$ cat src/rtl/axi_pkg.sv
// Shared AXI4 encodings and FSM state type for the read burst master.
// Imported by the burst calculator and the top-level master.
package axi_pkg;

    typedef enum logic [1:0] {
        BURST_FIXED = 2'b00,
        BURST_INCR  = 2'b01,
        BURST_WRAP  = 2'b10
    } burst_e;

    typedef enum logic [1:0] {
        RESP_OKAY   = 2'b00,
        RESP_EXOKAY = 2'b01,
        RESP_SLVERR = 2'b10,
        RESP_DECERR = 2'b11
    } resp_e;

    // Bursts may never cross this many bytes
    localparam int unsigned BOUNDARY_4K = 4096;

    typedef enum logic [1:0] {
        ST_IDLE,
        ST_ADDR,
        ST_DATA,
        ST_DONE
    } state_e;

endpackage

$ cat src/rtl/axi_burst_calc.sv
// Combinational burst sizing: beats = min(remaining, MAX_BURST, words left before the 4 KB boundary).
// Only the low 12 address bits matter for the boundary distance.
module axi_burst_calc
    import axi_pkg::*;
#(
    parameter int LEN_WIDTH  = 16,
    parameter int STRB_WIDTH = 4,
    parameter int MAX_BURST  = 16
) (
    input  logic [11:0]          addr_low,
    input  logic [LEN_WIDTH-1:0] remaining,
    output logic [8:0]           beats
);

    localparam int unsigned SIZE = $clog2(STRB_WIDTH);
    localparam int unsigned CW   = (LEN_WIDTH > 13) ? LEN_WIDTH : 13;

    logic [12:0]   bytes_to_4k;
    logic [CW-1:0] words_to_4k;
    logic [CW-1:0] rem_ext;
    logic [CW-1:0] max_ext;
    logic [CW-1:0] lim;

    always_comb begin
        bytes_to_4k = 13'(BOUNDARY_4K) - {1'b0, addr_low};
        words_to_4k = CW'(bytes_to_4k >> SIZE);
        rem_ext     = CW'(remaining);
        max_ext     = CW'(MAX_BURST);
        lim         = (rem_ext < max_ext) ? rem_ext : max_ext;
        if (words_to_4k < lim) begin
            lim = words_to_4k;
        end
        beats = 9'(lim);
    end

endmodule

$ cat src/rtl/axi_read_burst_master.sv
// AXI4 read-only master: splits a (start address, word count) command into INCR bursts
// and forwards R beats as a valid/ready stream with zero added latency.
module axi_read_burst_master
    import axi_pkg::*;
#(
    parameter int DATA_WIDTH = 32,
    parameter int ADDR_WIDTH = 32,
    parameter int STRB_WIDTH = DATA_WIDTH / 8,
    parameter int ID_WIDTH   = 8,
    parameter int ARID       = 0,
    parameter int MAX_BURST  = 16,
    parameter int LEN_WIDTH  = 16
) (
    input  logic                  clk,
    input  logic                  rst,

    input  logic                  cmd_valid,
    output logic                  cmd_ready,
    input  logic [ADDR_WIDTH-1:0] cmd_addr,
    input  logic [LEN_WIDTH-1:0]  cmd_len,

    output logic [ID_WIDTH-1:0]   axi_arid,
    output logic [ADDR_WIDTH-1:0] axi_araddr,
    output logic [7:0]            axi_arlen,
    output logic [2:0]            axi_arsize,
    output logic [1:0]            axi_arburst,
    output logic                  axi_arlock,
    output logic [3:0]            axi_arcache,
    output logic [2:0]            axi_arprot,
    output logic [3:0]            axi_arqos,
    output logic [3:0]            axi_arregion,
    output logic                  axi_arvalid,
    input  logic                  axi_arready,

    input  logic [ID_WIDTH-1:0]   axi_rid,
    input  logic [DATA_WIDTH-1:0] axi_rdata,
    input  logic [1:0]            axi_rresp,
    input  logic                  axi_rlast,
    input  logic                  axi_rvalid,
    output logic                  axi_rready,

    output logic [DATA_WIDTH-1:0] out_data,
    output logic                  out_valid,
    input  logic                  out_ready,
    output logic                  out_last,

    output logic                  busy,
    output logic                  done,
    output logic                  err
);

    localparam int unsigned SIZE = $clog2(STRB_WIDTH);

    state_e                state;
    state_e                state_next;

    logic [ADDR_WIDTH-1:0] addr_q;
    logic [LEN_WIDTH-1:0]  remaining_q;
    logic [8:0]            beats_q;
    logic [8:0]            beat_cnt;
    logic                  err_q;

    logic [ADDR_WIDTH-1:0] cmd_addr_aligned;
    logic [ADDR_WIDTH-1:0] calc_addr;
    logic [LEN_WIDTH-1:0]  calc_rem;
    logic [8:0]            beats_calc;
    logic                  ar_hs;
    logic                  r_hs;
    logic                  ignored_unused;

    assign ignored_unused   = ^{axi_rid, cmd_addr[SIZE-1:0]};
    assign cmd_addr_aligned = {cmd_addr[ADDR_WIDTH-1:SIZE], {SIZE{1'b0}}};

    // Size the burst from the values being loaded this cycle so beats_q is ready on ADDR entry
    always_comb begin
        calc_addr = addr_q;
        calc_rem  = remaining_q;
        if (state == ST_IDLE) begin
            calc_addr = cmd_addr_aligned;
            calc_rem  = cmd_len;
        end
    end

    axi_burst_calc #(
        .LEN_WIDTH (LEN_WIDTH),
        .STRB_WIDTH(STRB_WIDTH),
        .MAX_BURST (MAX_BURST)
    ) u_burst_calc (
        .addr_low (calc_addr[11:0]),
        .remaining(calc_rem),
        .beats    (beats_calc)
    );

    assign ar_hs = (state == ST_ADDR) && axi_arready;
    assign r_hs  = (state == ST_DATA) && axi_rvalid && out_ready;

    always_ff @(posedge clk or negedge rst) begin
        if (!rst) begin
            state <= ST_IDLE;
        end else begin
            state <= state_next;
        end
    end

    always_comb begin
        state_next = state;
        case (state)
            ST_IDLE: begin
                if (cmd_valid) begin
                    state_next = (cmd_len == '0) ? ST_DONE : ST_ADDR;
                end
            end
            ST_ADDR: begin
                if (axi_arready) begin
                    state_next = ST_DATA;
                end
            end
            ST_DATA: begin
                if (r_hs && (beat_cnt == 9'd1)) begin
                    state_next = (remaining_q != '0) ? ST_ADDR : ST_DONE;
                end
            end
            ST_DONE: state_next = ST_IDLE;
            default: state_next = ST_IDLE;
        endcase
    end

    always_comb begin
        cmd_ready   = 1'b0;
        axi_arvalid = 1'b0;
        axi_rready  = 1'b0;
        out_valid   = 1'b0;
        out_last    = 1'b0;
        busy        = 1'b1;
        done        = 1'b0;
        case (state)
            ST_IDLE: begin
                cmd_ready = 1'b1;
                busy      = 1'b0;
            end
            ST_ADDR: axi_arvalid = 1'b1;
            ST_DATA: begin
                axi_rready = out_ready;
                out_valid  = axi_rvalid;
                out_last   = axi_rvalid && (beat_cnt == 9'd1) && (remaining_q == '0);
            end
            ST_DONE: done = 1'b1;
            default: ;
        endcase
    end

    always_ff @(posedge clk or negedge rst) begin
        if (!rst) begin
            addr_q      <= '0;
            remaining_q <= '0;
            beats_q     <= '0;
            beat_cnt    <= '0;
            err_q       <= 1'b0;
        end else begin
            if ((state == ST_IDLE) && cmd_valid) begin
                addr_q      <= cmd_addr_aligned;
                remaining_q <= cmd_len;
                err_q       <= 1'b0;
            end
            if ((state_next == ST_ADDR) && (state != ST_ADDR)) begin
                beats_q <= beats_calc;
            end
            if (ar_hs) begin
                addr_q      <= addr_q + (ADDR_WIDTH'(beats_q) << SIZE);
                remaining_q <= remaining_q - LEN_WIDTH'(beats_q);
                beat_cnt    <= beats_q;
            end
            if (r_hs) begin
                beat_cnt <= beat_cnt - 9'd1;
                if ((axi_rresp != RESP_OKAY) || (axi_rlast != (beat_cnt == 9'd1))) begin
                    err_q <= 1'b1;
                end
            end
        end
    end

    assign axi_arid     = ID_WIDTH'(ARID);
    assign axi_araddr   = addr_q;
    assign axi_arlen    = 8'(beats_q - 9'd1);
    assign axi_arsize   = 3'(SIZE);
    assign axi_arburst  = BURST_INCR;
    assign axi_arlock   = 1'b0;
    assign axi_arcache  = 4'b0011;
    assign axi_arprot   = 3'b000;
    assign axi_arqos    = 4'b0000;
    assign axi_arregion = 4'b0000;
    assign out_data     = axi_rdata;
    assign err          = err_q;

endmodule

$ cat config.mk
export PLATFORM = sky130hd
export DESIGN_NAME = axi_read_burst_master
export DESIGN_NICKNAME = d
export VERILOG_FILES = /design/src/rtl/axi_pkg.sv /design/src/rtl/axi_burst_calc.sv /design/src/rtl/axi_read_burst_master.sv
export SDC_FILE = /design/constraint.sdc
export NUM_CORES = 1
export LEC_CHECK = 0
export ABC_AREA = 1
export CORE_ASPECT_RATIO = 0.7
export CORE_MARGIN = 2
export CORE_UTILIZATION = 50
export DETAILED_ROUTE_END_ITERATION = 16
export DONT_BUFFER_PORTS = 1
export PLACE_DENSITY_LB_ADDON = 0.05
export SYNTH_ARGS = -nofsm -noshare
export SYNTH_HDL_FRONTEND = slang
export SYNTH_HIERARCHICAL = 1
export SYNTH_SLANG_ARGS = --single-unit
$ cat constraint.sdc
create_clock -name clk -period 4.9 [get_ports clk]
set_input_delay 0.49 -clock clk [delete_from_list [all_inputs] [get_ports clk]]
set_output_delay 0.49 -clock clk [all_outputs]
set_load 0.01 [all_outputs]
==> results of run 1 <==
## kinds of logic (layout without fill, tap and decap cells)
kind of cell / count (synthesis) / in the layout / share of synthesized area (%)
compound gates: 104 / 104 / 9.44
xor+xnor: 20 / 20 / 2.63
fa+ha+maj: 33 / 33 / 6.42
buf+inv: 231 / 165 / 16.8
flops: 67 / 67 / 25.1
other cells: 3 / 41 / 0.169
simple gates: 624 / 624 / 39.4
## placed cells by master, fill, tap and decap left out, types with 3 or more instances in the layout
| cell | count |
|---|---|
| nand2_1 | 382 |
| inv_1 | 136 |
| nand3_1 | 94 |
| nor2_1 | 92 |
| dfrtp_1 | 67 |
| conb_1 | 41 |
| ha_1 | 31 |
| o21ai_0 | 30 |
| nand4_1 | 23 |
| a21oi_1 | 22 |
| xor2_1 | 13 |
| o211ai_1 | 13 |
| o21ai_1 | 12 |
| clkbuf_16 | 9 |
| nor3_1 | 8 |
| xnor2_1 | 7 |
| inv_2 | 6 |
| nand2_2 | 6 |
| o22ai_1 | 6 |
| o21bai_1 | 5 |
| o221ai_1 | 5 |
| o21a_1 | 5 |
| buf_4 | 5 |
| nor2_4 | 4 |
| nor2_2 | 3 |
| clkinv_2 | 3 |
## metrics by stage
step / utilization (%) / area, um2 / setup WS, ns / std cells / power [uW]
after floorplan: - / 6810 / 1.45 / 1120 / 3420
after global placement: 49.5 / 6480 / 1.02 / 1203 / 4100
after global routing: 52.0 / 6810 / 0.555 / 1220 / 5320
final: 52.0 / 6810 / 0.857 / 1220 / 4820
after detailed placement: 49.5 / 6480 / 0.946 / 1203 / 4110
after CTS: 52.0 / 6810 / 0.919 / 1220 / 4820
## layout make-up
type,instances,area share (%)
Clock buffer,10,3.51
Clock inverter,6,0.955
Inverter,143,7.90
Multi-Input combinational cell,822,59.0
Sequential cell,67,24.6
Tap cell,166,3.05
Timing Repair Buffer,6,0.955
## final timing paths
check | startpoint | endpoint | slack [ns] | depth (start not counted)
max in group asynchronous | rst | axi_araddr[18] | 4.57 | 1
setup reg to reg | state[1] | beats_q[4] | 0.86 | 20
min in group clk | cmd_addr[6] | axi_araddr[6] | 0.28 | 2
setup / recovery | state[1] | beats_q[4] | 0.86 | 20
hold reg to reg | remaining_q[12] | remaining_q[12] | 0.51 | 2
hold / removal | rst | beat_cnt[6] | 0.03 | 1
## metal layers
layer,global-route usage [%],vias to the layer above,share of wire [%],routed length [um]
met2,41.1,248,41,7990
met4,6.15,0,1.3,249
met3,7.36,28,9.4,1840
met1,42.2,2837,49,9610
li1,-,3271,-,-
met5,0,-,0,0
## power by group through the flow
stage,registers [uW],clock network [uW],logic (uW)
final,1270,679,2880
after global routing,1310,716,3300
after CTS,1270,689,2860
after detailed placement,1270,0,2830
after global placement,1270,0,2820
after floorplan,1130,0,2290
## worst reg2reg max path: stages (launching register included)
cell and delay [ns]:
dfrtp_1 0.44, nor2_4 0.44, inv_2 0.29, nand2_1 0.12, nand2_1 0.09, nor2_1 0.16
nand3_2 0.13, nor2_2 0.11, inv_2 0.05, or2_4 0.24, xnor2_1 0.13, inv_1 0.06
ha_1 0.22, nand2_1 0.08, inv_1 0.04, a221oi_1 0.70, nand2_2 0.28, nand2_1 0.14
nand2_1 0.06, nand4_1 0.08, nand2_1 0.08
## registers in the layout, indices dropped and copies added (netlist names)
register / count
axi_araddr: 30
beat_cnt: 9
beats_q: 9
err: 1
remaining_q: 16
state: 2
==> flow_summary.ini, run 1 <==
[outcome]
outcome = finished clean

[synthesis]
postSynthAreaPerCell_um2 = 6.16
post_synth_num_cell_types = 43
netlist_instances = 1082
ys_top_cells_by_count = 382 x nand2_1, 136 x inv_1, 94 x nand3_1, 92 x nor2_1, 67 x dfrtp_1
synthArstFlopShare_pct = 100
syn_area_um2 = 6670
synthTopCellsByArea = dfrtp_1 25%, nand2_1 22%, inv_1 7.7%, buf_4 7.1%, nand3_1 7.1%
yosysSeqAreaShare_pct = 25.1
ys_ff_latch = 67
yosys.area.top_type = dfrtp_1
synth_edf_count = 0
synth-main-ff-cell = dfrtp_1
yosys_warnings = 6
yosysMostFrequentCell = nand2_1
synth_top_area_share_pct = 25.1

[clocking]
numCtsBuffers = 9
path_clk_slew_ns = 0.06
clkLatencyLatePin_ns = 0.34
clockRootBuffer = clkbuf_16
cts_num_sinks = 67
hold_buffers = 1
cts_max_path_buffers = 2
cts.repair.resized = 0
htreeDepth = 3
post_cts_buffers = 0
cts_tree = yes

[power_and_ir_drop]
p_sw_share_pct = 54.5
p_leak_uw = 0.00364
p_switching_uw = 2630
sequentialPowerShare_pct = 26.3
p_comb_share_pct = 59.7
clock_power_share_pct = 14.1
power_density_nw_per_um2 = 708
max-vdd-ir-drop_mv = 0.342
p_int_uw = 2190

[placed_design]
dp_hpwl_mm = 15.1
gp_congestion = 0.957
portBuffers = 0

[sta]
setup_violations = 0
max-slew-margin-rel_pct = 44.6
period_minus_slack_ns = 4.04
finalCritPeriodShare_pct = 82.5
fmax_mhz = 247
hold_viol_final = 0
drv_slew = 0
clock_skew_ns = 0.00682
rsz0062_at_grt = false
worst_pin_slew_ns = 0.831
fin_setup_tns_ns = 0
hold_slack_ns = 0.0271

[critical_path]
critPathLaunchType = flop
worst-path-buf-inv = 4
crit_chain = nor2_4 -> inv_2 -> nand2_1 -> nand2_1 -> nor2_1 -> nand3_2 -> nor2_2 -> inv_2 -> or2_4 -> xnor2_1 -> inv_1 -> ha_1 -> nand2_1 -> inv_1 -> a221oi_1 -> nand2_2 -> nand2_1 -> nand2_1 -> nand4_1 -> nand2_1
critical_path.max_stage_delay_ns = 0.70
criticalPathCategory = reg -> reg
crit_slowest_cell = a221oi_1
cp-end-kind = flop
worstPathRequired_ns = 5.13
path_common_cell = nand2_1
arrival_ns = 4.27
cp_max_fo = 17
cpLargestDelayFamily = simple AND/OR/NAND/NOR gates

[route]
drt-pass1-iter-count = 6
vias = 6384
drtAntennaViolNets = 0
avgRoutedWirePerCell_um = 16.1
wirelength_mm = 19.7
drtIter0Drc = 434
post-route-drc-count = 0
vias_per_cell = 5.23

[global_route]
grt_pass1_wl_mm = 31.1
grt_pass1_vias = 5797
overflow = 0
grt_max_degree = 68
grt_usage_pct = 28.3
antenna_found_initial = 0

[worst_hold_path]
hold_class = in -> async

[floorplan]
die-area_um2 = 14300
die_h_um = 101
start_util_pct = 50.9
core_area_um2 = 13100
rows = 35
die_x_um = 142
ioPinCount = 206

[final_layout]
multi_input_area_um2 = 4020
area_growth_pct = 2.16
n_fill_cell = 1383
regArea_um2 = 1680
fin_nets = 1179
diodes = 0
drive_gt1_share_pct = 4.55

[flow_run]
maxCapViolCount = 0
Note: power is estimated with default switching activity, not from simulation.
==> run 2: changes to the inputs <==
==> constraint.sdc (replaced) <==
create_clock -name clk -period 4.17 [get_ports clk]
set_input_delay 0.417 -clock clk [delete_from_list [all_inputs] [get_ports clk]]
set_output_delay 0.417 -clock clk [all_outputs]
set_load 0.01 [all_outputs]
==> run 2 against run 1 <==
  * Final cell count unchanged
  * Setup slack got worse by 0.10 ns
  * Register-to-register slack got worse by 0.10 ns
  * Core utilization increased by 0.12 points
  * Sequential power increased by 17%
  * First-iteration DRC count increased by 4.8%
  * Maximum frequency increased by 18%
  * Clock power increased by 22%
  * Critical path type unchanged
==> flow_summary.ini, run 2 (synthesized netlist as in run 1, its figures left out) <==
[route]
drtAntennaViolNets = 0
vias_per_cell = 5.25
wirelength_mm = 19.9
vias = 6410
post-route-drc-count = 0
avgRoutedWirePerCell_um = 16.3
drt-pass1-iter-count = 7
drtIter0Drc = 455

[sta]
period_minus_slack_ns = 3.41
max-slew-margin-rel_pct = 37.8
rsz0062_at_grt = false
fin_setup_tns_ns = 0
clock_skew_ns = 0.00776
hold_viol_final = 0
drv_slew = 0
fmax_mhz = 293
finalCritPeriodShare_pct = 81.9
setup_violations = 0
worst_pin_slew_ns = 0.931

[placed_design]
portBuffers = 0
dp_hpwl_mm = 15.3
postPlaceCellArea_um2 = 6480
gp_congestion = 0.931

[global_route]
overflow = 0
grt_usage_pct = 28.9
grt_pass1_vias = 5840
antenna_found_initial = 0
grt_pass1_wl_mm = 31.8
grt_max_degree = 68

[critical_path]
critical_path.max_stage_delay_ns = 0.44
cp-end-kind = flop
path_common_cell = nand2_1
cp_max_fo = 32
criticalPathCategory = reg -> reg
critPathLaunchType = flop
worstPathRequired_ns = 4.38
arrival_ns = 3.63
crit_slowest_cell = dfrtp_1
crit_chain = nor2_4 -> buf_4 -> o21ai_0 -> nor2_1 -> nand2_1 -> nor2_1 -> nand2_1 -> inv_1 -> nand2_1 -> ha_1 -> a21oi_1 -> nand2_1 -> nand2_1 -> nand2_1 -> nand2_1 -> nand2_2 -> nand2_1 -> nand2_1 -> nand4_1 -> nand2_1

[floorplan]
die-area_um2 = 14300
core_area_um2 = 13100
rows = 35
start_util_pct = 50.9
die_h_um = 101
die_x_um = 142
ioPinCount = 206

[final_layout]
stdcell_area_um2 = 6830
area_growth_pct = 2.40
diodes = 0
layout_common_cells = 382 x nand2_1, 136 x inv_1, 94 x nand3_1
fin_nets = 1180
final_common_cell = nand2_1
drive_gt1_share_pct = 4.17
largest_reg_flops = 30

[clocking]
post_cts_buffers = 0
clkLatencyLatePin_ns = 0.33
cts.repair.resized = 0
htreeDepth = 3
cts_max_path_buffers = 2
cts_tree = yes
cts_num_sinks = 67
clockRootBuffer = clkbuf_16
numCtsBuffers = 9
path_clk_slew_ns = 0.06
hold_buffers = 2

[flow_run]
maxCapViolCount = 0

[power_and_ir_drop]
max-vdd-ir-drop_mv = 0.330
p_leak_uw = 0.00365
p_total_uw = 5720
power_density_nw_per_um2 = 837

[outcome]
outcome = finished clean

[worst_hold_path]
hold_class = in -> reg
[run 2: stage by stage]
stage / hold WS, ns / cells / worst slack [ns] / utilization (%)
final: 0.212 / 1220 / 0.757 / 52.2
after global routing: 0.213 / 1220 / 0.434 / 52.2
after CTS: 0.207 / 1220 / 0.782 / 52.2
after detailed placement: 0.123 / 1203 / 0.794 / 49.5
after global placement: 0.123 / 1203 / 0.812 / 49.5
after floorplan: 0.121 / 1120 / 0.717 / -
[run 2: worst max-delay path, delay by kind of cell (launching register included)]
kind / cells / cell delay (ns)
AO/OA/AOI/OAI: 2 / 0.26
adder cells (fa/ha/maj): 1 / 0.30
buffers and inverters: 2 / 0.53
flip-flops: 1 / 0.44
AND/OR/NAND/NOR: 15 / 1.75
[run 2: power by group]
group | leakage, uW | switching (uW) | internal [uW]
clock | 0.000150 | 290 | 538
sequential | 0.000821 | 526 | 967
combinational | 0.00268 | 2260 | 1130
total | 0.00365 | 3080 | 2640
[run 2: layout make-up]
cell class	instances	area (um2)
inverter	143	538
sequential	67	1680
fill	1359	6260
multi-input combinational	822	4020
tap	166	208
clock inverter	2	60.1
clock buffer	13	250
timing repair buffer	7	75.1
[run 2: metal layers]
metal	global-route usage (%)	up-vias	part of all wire (%)
li1	-	3275	-
met1	42.9	2901	49
met2	43.0	206	42
met3	6.41	28	7.9
met4	6.46	0	1.3
met5	0	-	0
[run 2: worst paths after layout]
path / start / end / slack, ns / cells past startpoint
min reg2reg: remaining_q[12] / remaining_q[12] / 0.52 / 2
max in group asynchronous: rst / axi_araddr[16] / 3.21 / 2
min: cmd_addr[5] / axi_araddr[5] / 0.21 / 2
max reg2reg: state[1] / beats_q[2] / 0.76 / 20
max: state[1] / beats_q[2] / 0.76 / 20
min in group asynchronous: rst / beat_cnt[0] / 0.62 / 2
==> run 3: changes to the inputs <==
==> constraint.sdc (replaced) <==
create_clock -name clk -period 3.4 [get_ports clk]
set_input_delay 0.34 -clock clk [delete_from_list [all_inputs] [get_ports clk]]
set_output_delay 0.34 -clock clk [all_outputs]
set_load 0.01 [all_outputs]
==> run 3 against run 2 <==
  * Sequential cell count stayed put
  * Final cell count is 0.74% higher
  * Critical endpoint is now beats_q[0]
  * Wire length is 0.13% higher
  * Sequential share of layout area is 0.66 points lower
  * Count of clock-buffer cells in the layout is 2 lower
  * Die area stayed put
  * Total power is 27% higher
  * Clock power is 22% higher
  * Clock skew is 0.0030 ns lower
  * Sequential power is 22% higher
==> flow_summary.ini, run 3 (synthesized netlist as in run 1, its figures left out) <==
[outcome]
outcome = finished clean

[final_layout]
regArea_um2 = 1680
diodes = 0
final_common_cell = nand2_1
drive_gt1_share_pct = 6.49
n_fill_cell = 1363
fin_nets = 1188
multi_input_area_um2 = 4120
layout_common_cells = 378 x nand2_1, 134 x inv_1, 94 x nand3_1
largest_reg_flops = 30
area_growth_pct = 5.23

[critical_path]
cp-end-kind = flop
worstPathRequired_ns = 3.63
critPathLaunchType = flop
criticalPathCategory = reg -> reg
arrival_ns = 3.54
cp_max_fo = 4

[sta]
finalCritPeriodShare_pct = 97.5
max-slew-margin-rel_pct = 49.0
drv_slew = 0
hold_slack_ns = 0.134
fmax_mhz = 302
clock_skew_ns = 0.00474
rsz0062_at_grt = true
hold_viol_final = 0
setup_violations = 0
worst_pin_slew_ns = 0.764
period_minus_slack_ns = 3.31
worst_slack_ns = 0.0852

[clocking]
clockRootBuffer = clkbuf_16
htreeDepth = 3
cts_max_path_buffers = 2
cts_tree = yes
cts_num_sinks = 67
numCtsBuffers = 9
path_clk_slew_ns = 0.06
clkLatencyLatePin_ns = 0.34

[route]
wirelength_mm = 20.0
avgRoutedWirePerCell_um = 16.2
vias_per_cell = 5.31
vias = 6522
drtIter0Drc = 437
drt-pass1-iter-count = 5
post-route-drc-count = 0
drtAntennaViolNets = 0

[power_and_ir_drop]
p_switching_uw = 3890
power_density_nw_per_um2 = 1030
clock_power_share_pct = 13.9
sequentialPowerShare_pct = 25.1
p_sw_share_pct = 53.7
p_int_uw = 3350
max-vdd-ir-drop_mv = 0.418
p_leak_uw = 0.00372
p_comb_share_pct = 60.9

[floorplan]
start_util_pct = 50.9
rows = 35
die-area_um2 = 14300
die_x_um = 142
die_h_um = 101
core_area_um2 = 13100
ioPinCount = 206

[placed_design]
portBuffers = 0
gp_congestion = 0.950
dp_hpwl_mm = 15.2
dpl_worst_slack_ns = 0.0715

[global_route]
use_met1_pct = 42.9
antenna_found_initial = 0
grt_max_degree = 68
grt_busiest_layer = met1
grt_pass1_wl_mm = 31.0
overflow = 0
use_met3_pct = 6.27
grt_pass1_vias = 5748
met2_usage_pct = 40.3
grt_usage_pct = 28.1

[worst_hold_path]
hold_class = in -> reg

[flow_run]
maxCapViolCount = 0
[run 3: stage by stage]
stage	cell area, um2	power, uW	TNS [ns]	util [%]	cells
global route	7020	7940	-0.607	53.6	1229
finish	7020	7240	0	53.6	1229
detailed placement	6520	5960	0	49.8	1206
global placement	6520	5950	0	49.8	1206
floorplan	6820	4940	0	-	1120
CTS	6870	7020	0	52.5	1224
[run 3: area by class of cell]
type | instances | share of cell area, %
multi-input combinational | 823 | 58.8
sequential | 67 | 23.9
inverter | 143 | 7.74
clock buffer | 11 | 3.32
tap | 166 | 2.96
timing repair buffer | 14 | 2.23
clock inverter | 5 | 1.11
[run 3: worst paths after layout]
path,startpoint,end,slack (ns),cells past startpoint
max in group asynchronous,rst,axi_araddr[5],2.55,2
max reg2reg,state[0],beats_q[0],0.09,24
max,state[0],beats_q[0],0.09,24
min in group asynchronous,rst,beat_cnt[3],0.56,2
min,cmd_addr[5],axi_araddr[5],0.13,2
min reg2reg,remaining_q[12],remaining_q[12],0.52,2
[run 3: critical path, cell delays in order, from the launching register on]
cell and delay [ns]:
dfrtp_1 0.41, nor2_4 0.08, buf_12 0.14, nand2_1 0.11, o21ai_4 0.08, inv_2 0.07
nand2_4 0.06, nor2_4 0.11, nand2_2 0.09, nor2_4 0.14, nand3_2 0.11, nor2_2 0.13
inv_2 0.05, or2_4 0.28, xnor2_2 0.14, inv_1 0.09, ha_4 0.20, nand2_4 0.07
inv_4 0.03, a221oi_4 0.35, nand2_2 0.17, nand2_1 0.09, nand2_1 0.05, nand4_1 0.08
nand2_1 0.07
[run 3: power by group through the flow]
stage	sequential, uW	clock (uW)	combinational (uW)
5_1_grt	1880	1050	5010
4_1_cts	1810	1020	4190
6_report	1820	1010	4410
2_1_floorplan	1630	0	3310
3_3_place_gp	1820	0	4120
3_5_place_dp	1820	0	4140
[run 3: routing by layer]
| layer | vias to the layer above | wire, um | part of all wire [%] |
|---|---|---|---|
| li1 | 3290 | - | - |
| met1 | 2946 | 9780 | 49 |
| met2 | 254 | 8170 | 41 |
| met3 | 32 | 1780 | 8.9 |
| met4 | 0 | 243 | 1.2 |
| met5 | - | 0 | 0 |
[run 3: timing repair]
item | CTS | global route
setup buffers | 0 | 4
gates resized for setup | 0 | 26
hold buffers | 2 | 0
hold endpoints to repair | 67 | 0
endpoints found under the setup margin | 0 | 9
